`config.mk`:
```
export PLATFORM = sky130hd
export DESIGN_NAME = dp_sequencer
export DESIGN_NICKNAME = d
export VERILOG_FILES = /design/src/rtl/dp_sequencer.sv
export SDC_FILE = /design/constraint.sdc
export NUM_CORES = 1
export LEC_CHECK = 0
export ABC_AREA = 1
export CAP_MARGIN = 10
export CORE_AREA = 2 2 77 94
export CTS_BUF_LIST = sky130_fd_sc_hd__clkbuf_4 sky130_fd_sc_hd__clkbuf_8
export DETAILED_ROUTE_END_ITERATION = 8
export DIE_AREA = 0 0 79 96
export PLACE_DENSITY = 0.7
export RECOVER_POWER = 25
export SYNTH_ARGS = -nofsm -noshare
export SYNTH_HDL_FRONTEND = slang
export SYNTH_SLANG_ARGS = --single-unit
```
`constraint.sdc`:
```
create_clock -name clk -period 1.71 [get_ports clk]
set_clock_uncertainty 0.15 [all_clocks]
set_input_delay 0.342 -clock clk [delete_from_list [all_inputs] [get_ports clk]]
set_output_delay 0.342 -clock clk [all_outputs]
set_load 0.05 [all_outputs]
```
`src/rtl/dp_sequencer.sv`:
```
// ARM data-processing sequencer: IDLE -> READ -> EXEC -> WB, one instruction per 4 cycles.
// Optional condition-code checking is compiled in with the DP_SEQ_COND_EN macro.
module dp_sequencer (
  input  logic        clk,
  input  logic        Rst,
  input  logic        Inst_Valid,
  output logic        Inst_Ready,
  input  logic [31:0] Inst,
  input  logic [3:0]  NZCV,
  input  logic [31:0] Rs_Data,
  output logic [3:0]  Rn_Addr,
  output logic [3:0]  Rm_Addr,
  output logic [3:0]  Rs_Addr,
  output logic [3:0]  Rd_Addr,
  output logic [31:0] Imm32,
  output logic        Op_Sel,
  output logic [2:0]  SHIFT_OP,
  output logic [7:0]  Shift_Num,
  output logic [3:0]  ALU_OP,
  output logic        LF,
  output logic        S,
  output logic        Write_Reg,
  output logic        Done,
  output logic        Illegal,
  output logic [1:0]  dbg_state
);

  typedef enum logic [1:0] {IDLE = 2'd0, READ = 2'd1, EXEC = 2'd2, WB = 2'd3} state_t;

  // Handshake: an instruction transfers on a rising edge where Inst_Valid && Inst_Ready;
  // Inst_Ready is high only in IDLE, and Inst_Valid is ignored in every other state.
  state_t      state, state_nx;
  logic [31:0] inst_q;
  logic [7:0]  rs_q;
  logic        accept;
  logic        illegal_inst;
  logic        cond_pass;

  assign accept    = Inst_Valid && (state == IDLE);
  assign dbg_state = state;

  always_ff @(posedge clk) begin
    if (Rst) begin
      state  <= IDLE;
      inst_q <= '0;
      rs_q   <= '0;
    end else begin
      state <= state_nx;
      if (accept) inst_q <= Inst;
      if (state == READ) rs_q <= Rs_Data[7:0];
    end
  end

  // Non-DP encodings and the multiply/extra load-store space (bit7 & bit4 with register operand).
  assign illegal_inst = (inst_q[27:26] != 2'b00) || (!inst_q[25] && inst_q[7] && inst_q[4]);

`ifdef DP_SEQ_COND_EN
  logic cond_base;
  logic unused_bits;
  assign unused_bits = ^Rs_Data[31:8];

  // Even codes test a flag expression; odd codes invert it. 1110 is AL, 1111 never passes.
  always_comb begin
    cond_base = 1'b0;
    case (inst_q[31:29])
      3'd0: cond_base = NZCV[2];
      3'd1: cond_base = NZCV[1];
      3'd2: cond_base = NZCV[3];
      3'd3: cond_base = NZCV[0];
      3'd4: cond_base = NZCV[1] && !NZCV[2];
      3'd5: cond_base = (NZCV[3] == NZCV[0]);
      3'd6: cond_base = !NZCV[2] && (NZCV[3] == NZCV[0]);
      default: cond_base = 1'b1;
    endcase
    cond_pass = (inst_q[31:29] == 3'd7) ? !inst_q[28] : (cond_base ^ inst_q[28]);
  end
`else
  logic unused_bits;
  assign unused_bits = ^{NZCV, inst_q[31:28], Rs_Data[31:8]};
  assign cond_pass   = 1'b1;
`endif

  always_comb begin
    state_nx   = state;
    Inst_Ready = 1'b0;
    LF         = 1'b0;
    S          = 1'b0;
    Write_Reg  = 1'b0;
    Done       = 1'b0;
    Illegal    = 1'b0;
    case (state)
      IDLE: begin
        Inst_Ready = 1'b1;
        if (Inst_Valid) state_nx = READ;
      end
      READ: begin
        if (illegal_inst) begin
          Illegal  = 1'b1;
          state_nx = IDLE;
        end else if (!cond_pass) begin
          Done     = 1'b1;
          state_nx = IDLE;
        end else begin
          state_nx = EXEC;
        end
      end
      EXEC: begin
        LF       = 1'b1;
        S        = inst_q[20];
        state_nx = WB;
      end
      WB: begin
        // TST/TEQ/CMP/CMN (10xx) only update flags.
        Write_Reg = (inst_q[24:23] != 2'b10);
        Done      = 1'b1;
        state_nx  = IDLE;
      end
      default: state_nx = IDLE;
    endcase
  end

  always_comb begin
    Rn_Addr   = '0;
    Rd_Addr   = '0;
    Rs_Addr   = '0;
    Rm_Addr   = '0;
    ALU_OP    = '0;
    Imm32     = '0;
    Op_Sel    = 1'b0;
    SHIFT_OP  = '0;
    Shift_Num = '0;
    if (state != IDLE) begin
      Rn_Addr = inst_q[19:16];
      Rd_Addr = inst_q[15:12];
      Rs_Addr = inst_q[11:8];
      Rm_Addr = inst_q[3:0];
      ALU_OP  = inst_q[24:21];
      if (inst_q[25]) begin
        Op_Sel    = 1'b1;
        Imm32     = {24'd0, inst_q[7:0]};
        SHIFT_OP  = 3'b011;
        Shift_Num = {3'b000, inst_q[11:8], 1'b0};
      end else if (!inst_q[4]) begin
        SHIFT_OP  = {1'b0, inst_q[6:5]};
        Shift_Num = {3'b000, inst_q[11:7]};
      end else begin
        // Rs is only captured at the end of READ, so READ forwards the live read data.
        SHIFT_OP  = {1'b1, inst_q[6:5]};
        Shift_Num = (state == READ) ? Rs_Data[7:0] : rs_q;
      end
    end
  end

endmodule

```
# Yosys cells after proc, flatten, opt, wreduce, memory -nomap -nowiden
# Index checks and enable logic that the tools add are counted.
[word_totals] regBits=38 input_bits=71 out_inout_bits=72 elab_cells=42
[classes] n_eq_ne=5 n_mux=26 reduce_logical=8
[ops] operator="two-way mux 8 bit" count=6
[ops] operator="two-way mux 4 bit" count=5
[ops] operator="two-way mux 1 bit" count=9
[ops] operator="two-way mux 3 bit" count=3
[ops] operator="case mux 2 bit (4 select lines)" count=1
[ops] operator="equality test 2 bit, second input constant" count=2
[ops] operator="two-way mux 2 bit" count=2
[ops] operator="inequality test 2 bit, second input constant" count=2
[ops] operator="nonzero test 2 bit" count=2
[ops] operator="logical AND 1 bit" count=3
[ops] operator="equality test 2 x 1 -> 1 bit, second input constant" count=1
[ops] operator="zero test 2 bit" count=1
[ops] operator="zero test 1 bit" count=1
[ops] operator="logical OR 1 bit" count=1

# Longest topological paths before layout
[logic_depth] word_depth=6 mapped_depth=7

# Worst setup path after synthesis
# Ideal clock, no wire load.
[synth_timing] path_kind="register to output" start="reg state[0] (netlist: dbg_state[0])" end="out Rm_Addr[0]" arrival_time_ps=2062 required_time_ps=1218 setup_slack_ps=-844 stages_incl_launch_ff=5 path_buffers=2 path_cell_list="dfxtp_1 -> buf_6 -> nor2_4 -> clkbuf_1 -> nor2_1"
[synth_between] elab_chain_len=2
[synth_rtl] element="start, declared" line_no="32" rtl="state_t state, state_nx;"
[synth_rtl] element="start signal, assigned" line_no="48" rtl="state <= state_nx;"
[synth_rtl] element="nonzero test 2 bit" line_no="132" rtl="if (state != IDLE) begin"
[synth_rtl] element="two-way mux 4 bit" line_no="132"
[synth_rtl] element="end, declared" line_no="12" rtl="output logic [3:0] Rm_Addr,"
# No other way between the ends.

# Final worst setup path
[layout_timing] start="reg state[0] (netlist: dbg_state[0])" end="out ALU_OP[0]"
[layout_between] elab_chain_len=2
[layout_rtl] element="nonzero test 2 bit" line_no="132"
[layout_rtl] element="two-way mux 4 bit" line_no="132"
[layout_rtl] element="end, declared" line_no="19" rtl="output logic [3:0] ALU_OP,"
# No other way between the ends.

==> impl_results.html <==
<table>
<tr><th>Metric</th><th>Value</th></tr>
<tr><th colspan="2">Run status</th></tr>
<tr><td>Status</td><td>finished with violations</td></tr>
<tr><td>Failing checks</td><td>negative setup slack</td></tr>
<tr><th colspan="2">Drt</th></tr>
<tr><td>Detailed-routing iteration count for the pre-antenna-repair pass</td><td>3</td></tr>
<tr><td>Overall routed net length</td><td>about 5600 um</td></tr>
<tr><td>Number of design rule violations left after detail routing</td><td>0</td></tr>
<tr><td>Average vias per placed instance</td><td>between 4 and 5</td></tr>
<tr><td>Antenna-violating nets left</td><td>0</td></tr>
<tr><td>Via count of the routed design</td><td>2038</td></tr>
<tr><td>Average wire per standard cell</td><td>~12 um</td></tr>
<tr><td>Number of design-rule violations left by the first detailed-router iteration</td><td>43</td></tr>
<tr><th colspan="2">Die</th></tr>
<tr><td>Area enclosed by the die boundary</td><td>0.00758 mm^2</td></tr>
<tr><td>Die width</td><td>79 um</td></tr>
<tr><td>Effective utilization at floorplan</td><td>0.291</td></tr>
<tr><td>Core region area</td><td>0.00669 mm^2</td></tr>
<tr><td>Top Ports</td><td>between 100 and 150</td></tr>
<tr><td>Die H</td><td>between 90 and 100 um</td></tr>
<tr><td>Number of placement rows</td><td>33</td></tr>
<tr><th colspan="2">Min path</th></tr>
<tr><td>Worst Hold Path EP</td><td>rs_q[4]</td></tr>
<tr><td>Class of the tightest hold or removal check</td><td>reg2reg</td></tr>
<tr><td>Number of stages on the worst hold path</td><td>2</td></tr>
<tr><td>Hold Startpoint</td><td>rs_q[4]</td></tr>
<tr><th colspan="2">Clocking</th></tr>
<tr><td>Buffer depth of the longest clock path</td><td>2</td></tr>
<tr><td>Cts hold-fix bufs</td><td>0</td></tr>
<tr><td>CTS Root Buffer Type</td><td>sky130_fd_sc_hd__clkbuf_8</td></tr>
<tr><td>Number of H-tree levels</td><td>2</td></tr>
<tr><td>CTS clk-pin slew, worst paths</td><td>0.07 ns</td></tr>
<tr><td>TritonCTS Buffers</td><td>5</td></tr>
<tr><td>Worst-skew pair later-pin latency</td><td>between 0.2 and 0.3 ns</td></tr>
<tr><td>Clock tree from TritonCTS</td><td>done</td></tr>
<tr><td>Number of clock sinks</td><td>38</td></tr>
<tr><th colspan="2">Timing</th></tr>
<tr><td>Final Max Tran Viols</td><td>0</td></tr>
<tr><td>Final setup fails</td><td>between 40 and 50</td></tr>
<tr><td>Hold Fails Final Rpt</td><td>0</td></tr>
<tr><td>Min Tclk post-route</td><td>approximately 1.9 ns</td></tr>
<tr><td>Unrepaired setup endpoints after global routing</td><td>true</td></tr>
<tr><td>Fin crit share</td><td>1.09</td></tr>
<tr><td>Hold slack</td><td>0.331 ns</td></tr>
<tr><td>Fmax</td><td>between 500 and 600 MHz</td></tr>
<tr><td>Post-route setup slack</td><td>-0.160 ns</td></tr>
<tr><th colspan="2">Synthesis</th></tr>
<tr><td>Warnings from Yosys</td><td>0</td></tr>
<tr><td>Most used standard cells in the synthesized netlist</td><td>94 x sky130_fd_sc_hd__nor2_1, 42 x sky130_fd_sc_hd__inv_1, 38 x sky130_fd_sc_hd__dfxtp_1</td></tr>
<tr><td>Cell types occupying the most area after synthesis</td><td>sky130_fd_sc_hd__dfxtp_1 39%, sky130_fd_sc_hd__nor2_1 18%, sky130_fd_sc_hd__buf_4 10%, sky130_fd_sc_hd__inv_1 8.1%, sky130_fd_sc_hd__o21ai_1 5.1%</td></tr>
<tr><td>Post-synthesis cell count</td><td>a little under 300</td></tr>
<tr><td>Mean area per synthesized cell</td><td>6.60 um^2</td></tr>
<tr><td>Async set or reset register ratio after synthesis</td><td>0</td></tr>
<tr><td>Main synth FF type</td><td>sky130_fd_sc_hd__dfxtp_1</td></tr>
<tr><td>Yosys top cell by area</td><td>sky130_fd_sc_hd__dfxtp_1</td></tr>
<tr><td>Share of the yosys chip area belonging to registers</td><td>0.390</td></tr>
<tr><td>Number of register bits inferred by synthesis</td><td>38</td></tr>
<tr><td>Library cells used by synthesis</td><td>19</td></tr>
<tr><td>Cell with the most instances after synthesis</td><td>sky130_fd_sc_hd__nor2_1</td></tr>
<tr><td>Number of synthesized flops with an enable pin</td><td>0</td></tr>
<tr><td>Netlist Area Pre-Place</td><td>between 0.0015 and 0.002 mm^2</td></tr>
<tr><td>Synth top area share</td><td>0.390</td></tr>
<tr><th colspan="2">Place</th></tr>
<tr><td>Pre-CTS setup slack</td><td>-0.132 ns</td></tr>
<tr><td>Cell Area, Placed</td><td>approximately 0.0032 mm^2</td></tr>
<tr><td>Number of port buffers</td><td>86</td></tr>
<tr><td>Hpwl dp</td><td>4070 um</td></tr>
<tr><td>Final weighted congestion in routability-driven placement</td><td>~0.82</td></tr>
<tr><td>DP Cell Count</td><td>around 470</td></tr>
<tr><th colspan="2">Layout</th></tr>
<tr><td>Antenna diode instance count</td><td>0</td></tr>
<tr><td>P&amp;R area growth vs syn</td><td>85.0%</td></tr>
<tr><td>Final std cell area, no fill</td><td>about 0.0036 mm^2</td></tr>
<tr><td>Final-stage net count</td><td>468</td></tr>
<tr><td>Ratio of cells with drive above 1 in the final layout</td><td>0.402</td></tr>
<tr><td>Post-Layout Cell Count</td><td>between 400 and 500</td></tr>
<tr><th colspan="2">Global routing</th></tr>
<tr><td>Gr usage total</td><td>0.145</td></tr>
<tr><td>Congestion Overflow GR</td><td>0</td></tr>
<tr><td>Number of global-route vias before repair</td><td>roughly 1800</td></tr>
<tr><td>First-pass GRT wire length</td><td>~8500 um</td></tr>
<tr><td>Maximum number of pins on one net before global-route repair</td><td>29</td></tr>
<tr><td>Number of antenna violations at the first check in global routing</td><td>0</td></tr>
<tr><th colspan="2">Power and ir drop</th></tr>
<tr><td>Share of total power in combinational logic</td><td>0.421</td></tr>
<tr><td>Relative contribution of sequential cells to total power</td><td>0.351</td></tr>
<tr><td>Switch share</td><td>0.391</td></tr>
<tr><td>Clock share of power</td><td>0.228</td></tr>
<tr><td>P_sw</td><td>1.13 mW</td></tr>
<tr><td>Leakage component of the power</td><td>roughly 1.5 nW</td></tr>
<tr><td>Total power</td><td>between 2 and 3 mW</td></tr>
<tr><td>Cell-internal power</td><td>~1.8 mW</td></tr>
<tr><td>Power per cell area</td><td>approximately 800 mW/mm^2</td></tr>
<tr><td>Max rail drop VDD</td><td>between 0.5 and 0.6 mV</td></tr>
<tr><th colspan="2">Worst setup path</th></tr>
<tr><td>Required time of the critical path</td><td>1.22 ns</td></tr>
<tr><td>Crit path arrival time</td><td>1.38 ns</td></tr>
<tr><td>CP Capture Type</td><td>primary output</td></tr>
<tr><td>Setup crit start kind</td><td>flop</td></tr>
<tr><td>Reg-to-reg startpoint</td><td>dbg_state[0]</td></tr>
<tr><td>FF-to-FF setup slack</td><td>0.14 ns</td></tr>
<tr><td>Endpoint of the worst register-to-register path</td><td>inst_q[14]</td></tr>
<tr><td>Max FO, Critical Path</td><td>10</td></tr>
<tr><td>Count of cells along the worst register-to-register path</td><td>6</td></tr>
<tr><td>CP Class</td><td>reg2out</td></tr>
<tr><th colspan="2">Job</th></tr>
<tr><td>Count of maximum capacitance violations</td><td>0</td></tr>
</table>
## flip-flops by register name (all words and copies together), names as in the netlist, named ones only
| register | cells |
|---|---|
| inst_q | 28 |
| rs_q | 8 |
| dbg_state | 1 |
## layout by cell type, fill, tap and decap left out, types with 2 or more instances in the layout
cell type	synthesis	layout
sky130_fd_sc_hd__a21oi_1	14	6
sky130_fd_sc_hd__a21oi_2	0	6
sky130_fd_sc_hd__a21oi_4	0	2
sky130_fd_sc_hd__buf_12	0	13
sky130_fd_sc_hd__buf_4	27	28
sky130_fd_sc_hd__buf_6	4	26
sky130_fd_sc_hd__buf_8	0	4
sky130_fd_sc_hd__clkbuf_8	0	6
sky130_fd_sc_hd__clkdlybuf4s50_1	0	38
sky130_fd_sc_hd__clkinvlp_4	0	6
sky130_fd_sc_hd__conb_1	1	24
sky130_fd_sc_hd__dfxtp_1	38	36
sky130_fd_sc_hd__dfxtp_4	0	2
sky130_fd_sc_hd__inv_1	42	32
sky130_fd_sc_hd__inv_2	1	4
sky130_fd_sc_hd__inv_4	1	2
sky130_fd_sc_hd__nand2_1	20	7
sky130_fd_sc_hd__nand2_2	1	10
sky130_fd_sc_hd__nand2_4	0	3
sky130_fd_sc_hd__nand3_1	12	2
sky130_fd_sc_hd__nand3_2	0	10
sky130_fd_sc_hd__nor2_1	94	62
sky130_fd_sc_hd__nor2_2	0	2
sky130_fd_sc_hd__nor2_4	1	31
sky130_fd_sc_hd__o21ai_0	11	10
sky130_fd_sc_hd__o21ai_1	20	20
## critical path, stage by stage (launching register included)
cell and delay, ns:
sky130_fd_sc_hd__dfxtp_4 0.37, sky130_fd_sc_hd__nor2_4 0.17, sky130_fd_sc_hd__buf_12 0.18, sky130_fd_sc_hd__buf_12 0.17
sky130_fd_sc_hd__nor2_4 0.05, sky130_fd_sc_hd__buf_6 0.14
## per-layer routing
metal	vias to the layer above	GRT usage	part of all wire
met5	-	0	0
met4	0	0.0359	0.0082
met3	6	0.0413	0.062
met2	65	0.275	0.54
met1	921	0.158	0.39
li1	1046	-	-
## power groups by stage
stage,Clock (mW),Sequential [mW],Combinational (mW)
after floorplan,0,1.04,0.793
after global placement,0,1.03,1.09
after detailed placement,0,1.03,1.10
after CTS,0.687,1.01,1.19
after global routing,0.712,1.02,1.29
final,0.659,1.01,1.21
## stage by stage
stage / setup TNS, ns / utilization
5_1_grt: -6.90 / 0.539
4_1_cts: -5.03 / 0.527
6_report: -4.70 / 0.539
3_5_place_dp: -0.882 / 0.479
3_3_place_gp: -0.684 / 0.479
2_1_floorplan: -0.480 / -
## worst max-delay path by stage
stage / start / end / cells past startpoint
after detailed placement: Rs_Data[3] / Shift_Num[3] / 6
final: dbg_state[0] / ALU_OP[0] / 5
after floorplan: dbg_state[0] / Shift_Num[6] / 6
after global placement: Rs_Data[4] / Shift_Num[4] / 6
after CTS: inst_q[25] / Shift_Num[1] / 7
after global routing: flop / Shift_Num[0] / 7
## cells by family after synthesis
| family | synth area share |
|---|---|
| AO/OA/AOI/OAI | 0.119 |
| buffers and inverters | 0.226 |
| flip-flops | 0.390 |
| other | 0.00192 |
| AND/OR/NAND/NOR | 0.262 |
## final cells by class
cell class              instances  area (um^2)
repair buffers                109         1200
fillers                       654         3090
well taps                      87          109
flip-flops and latches         38          768
inverters                      44          193
multi-input cells             199         1230
clock buffers                   7         90.1
clock inverters                 1         5.00
## repair_timing
action | 4_1_cts | 5_1_grt
resized for setup | 55 | 19
setup buffers | 4 | 1
setup endpoints to repair | 45 | 46
pin swaps | 6 | 7
(Power assumes the default switching activity.)
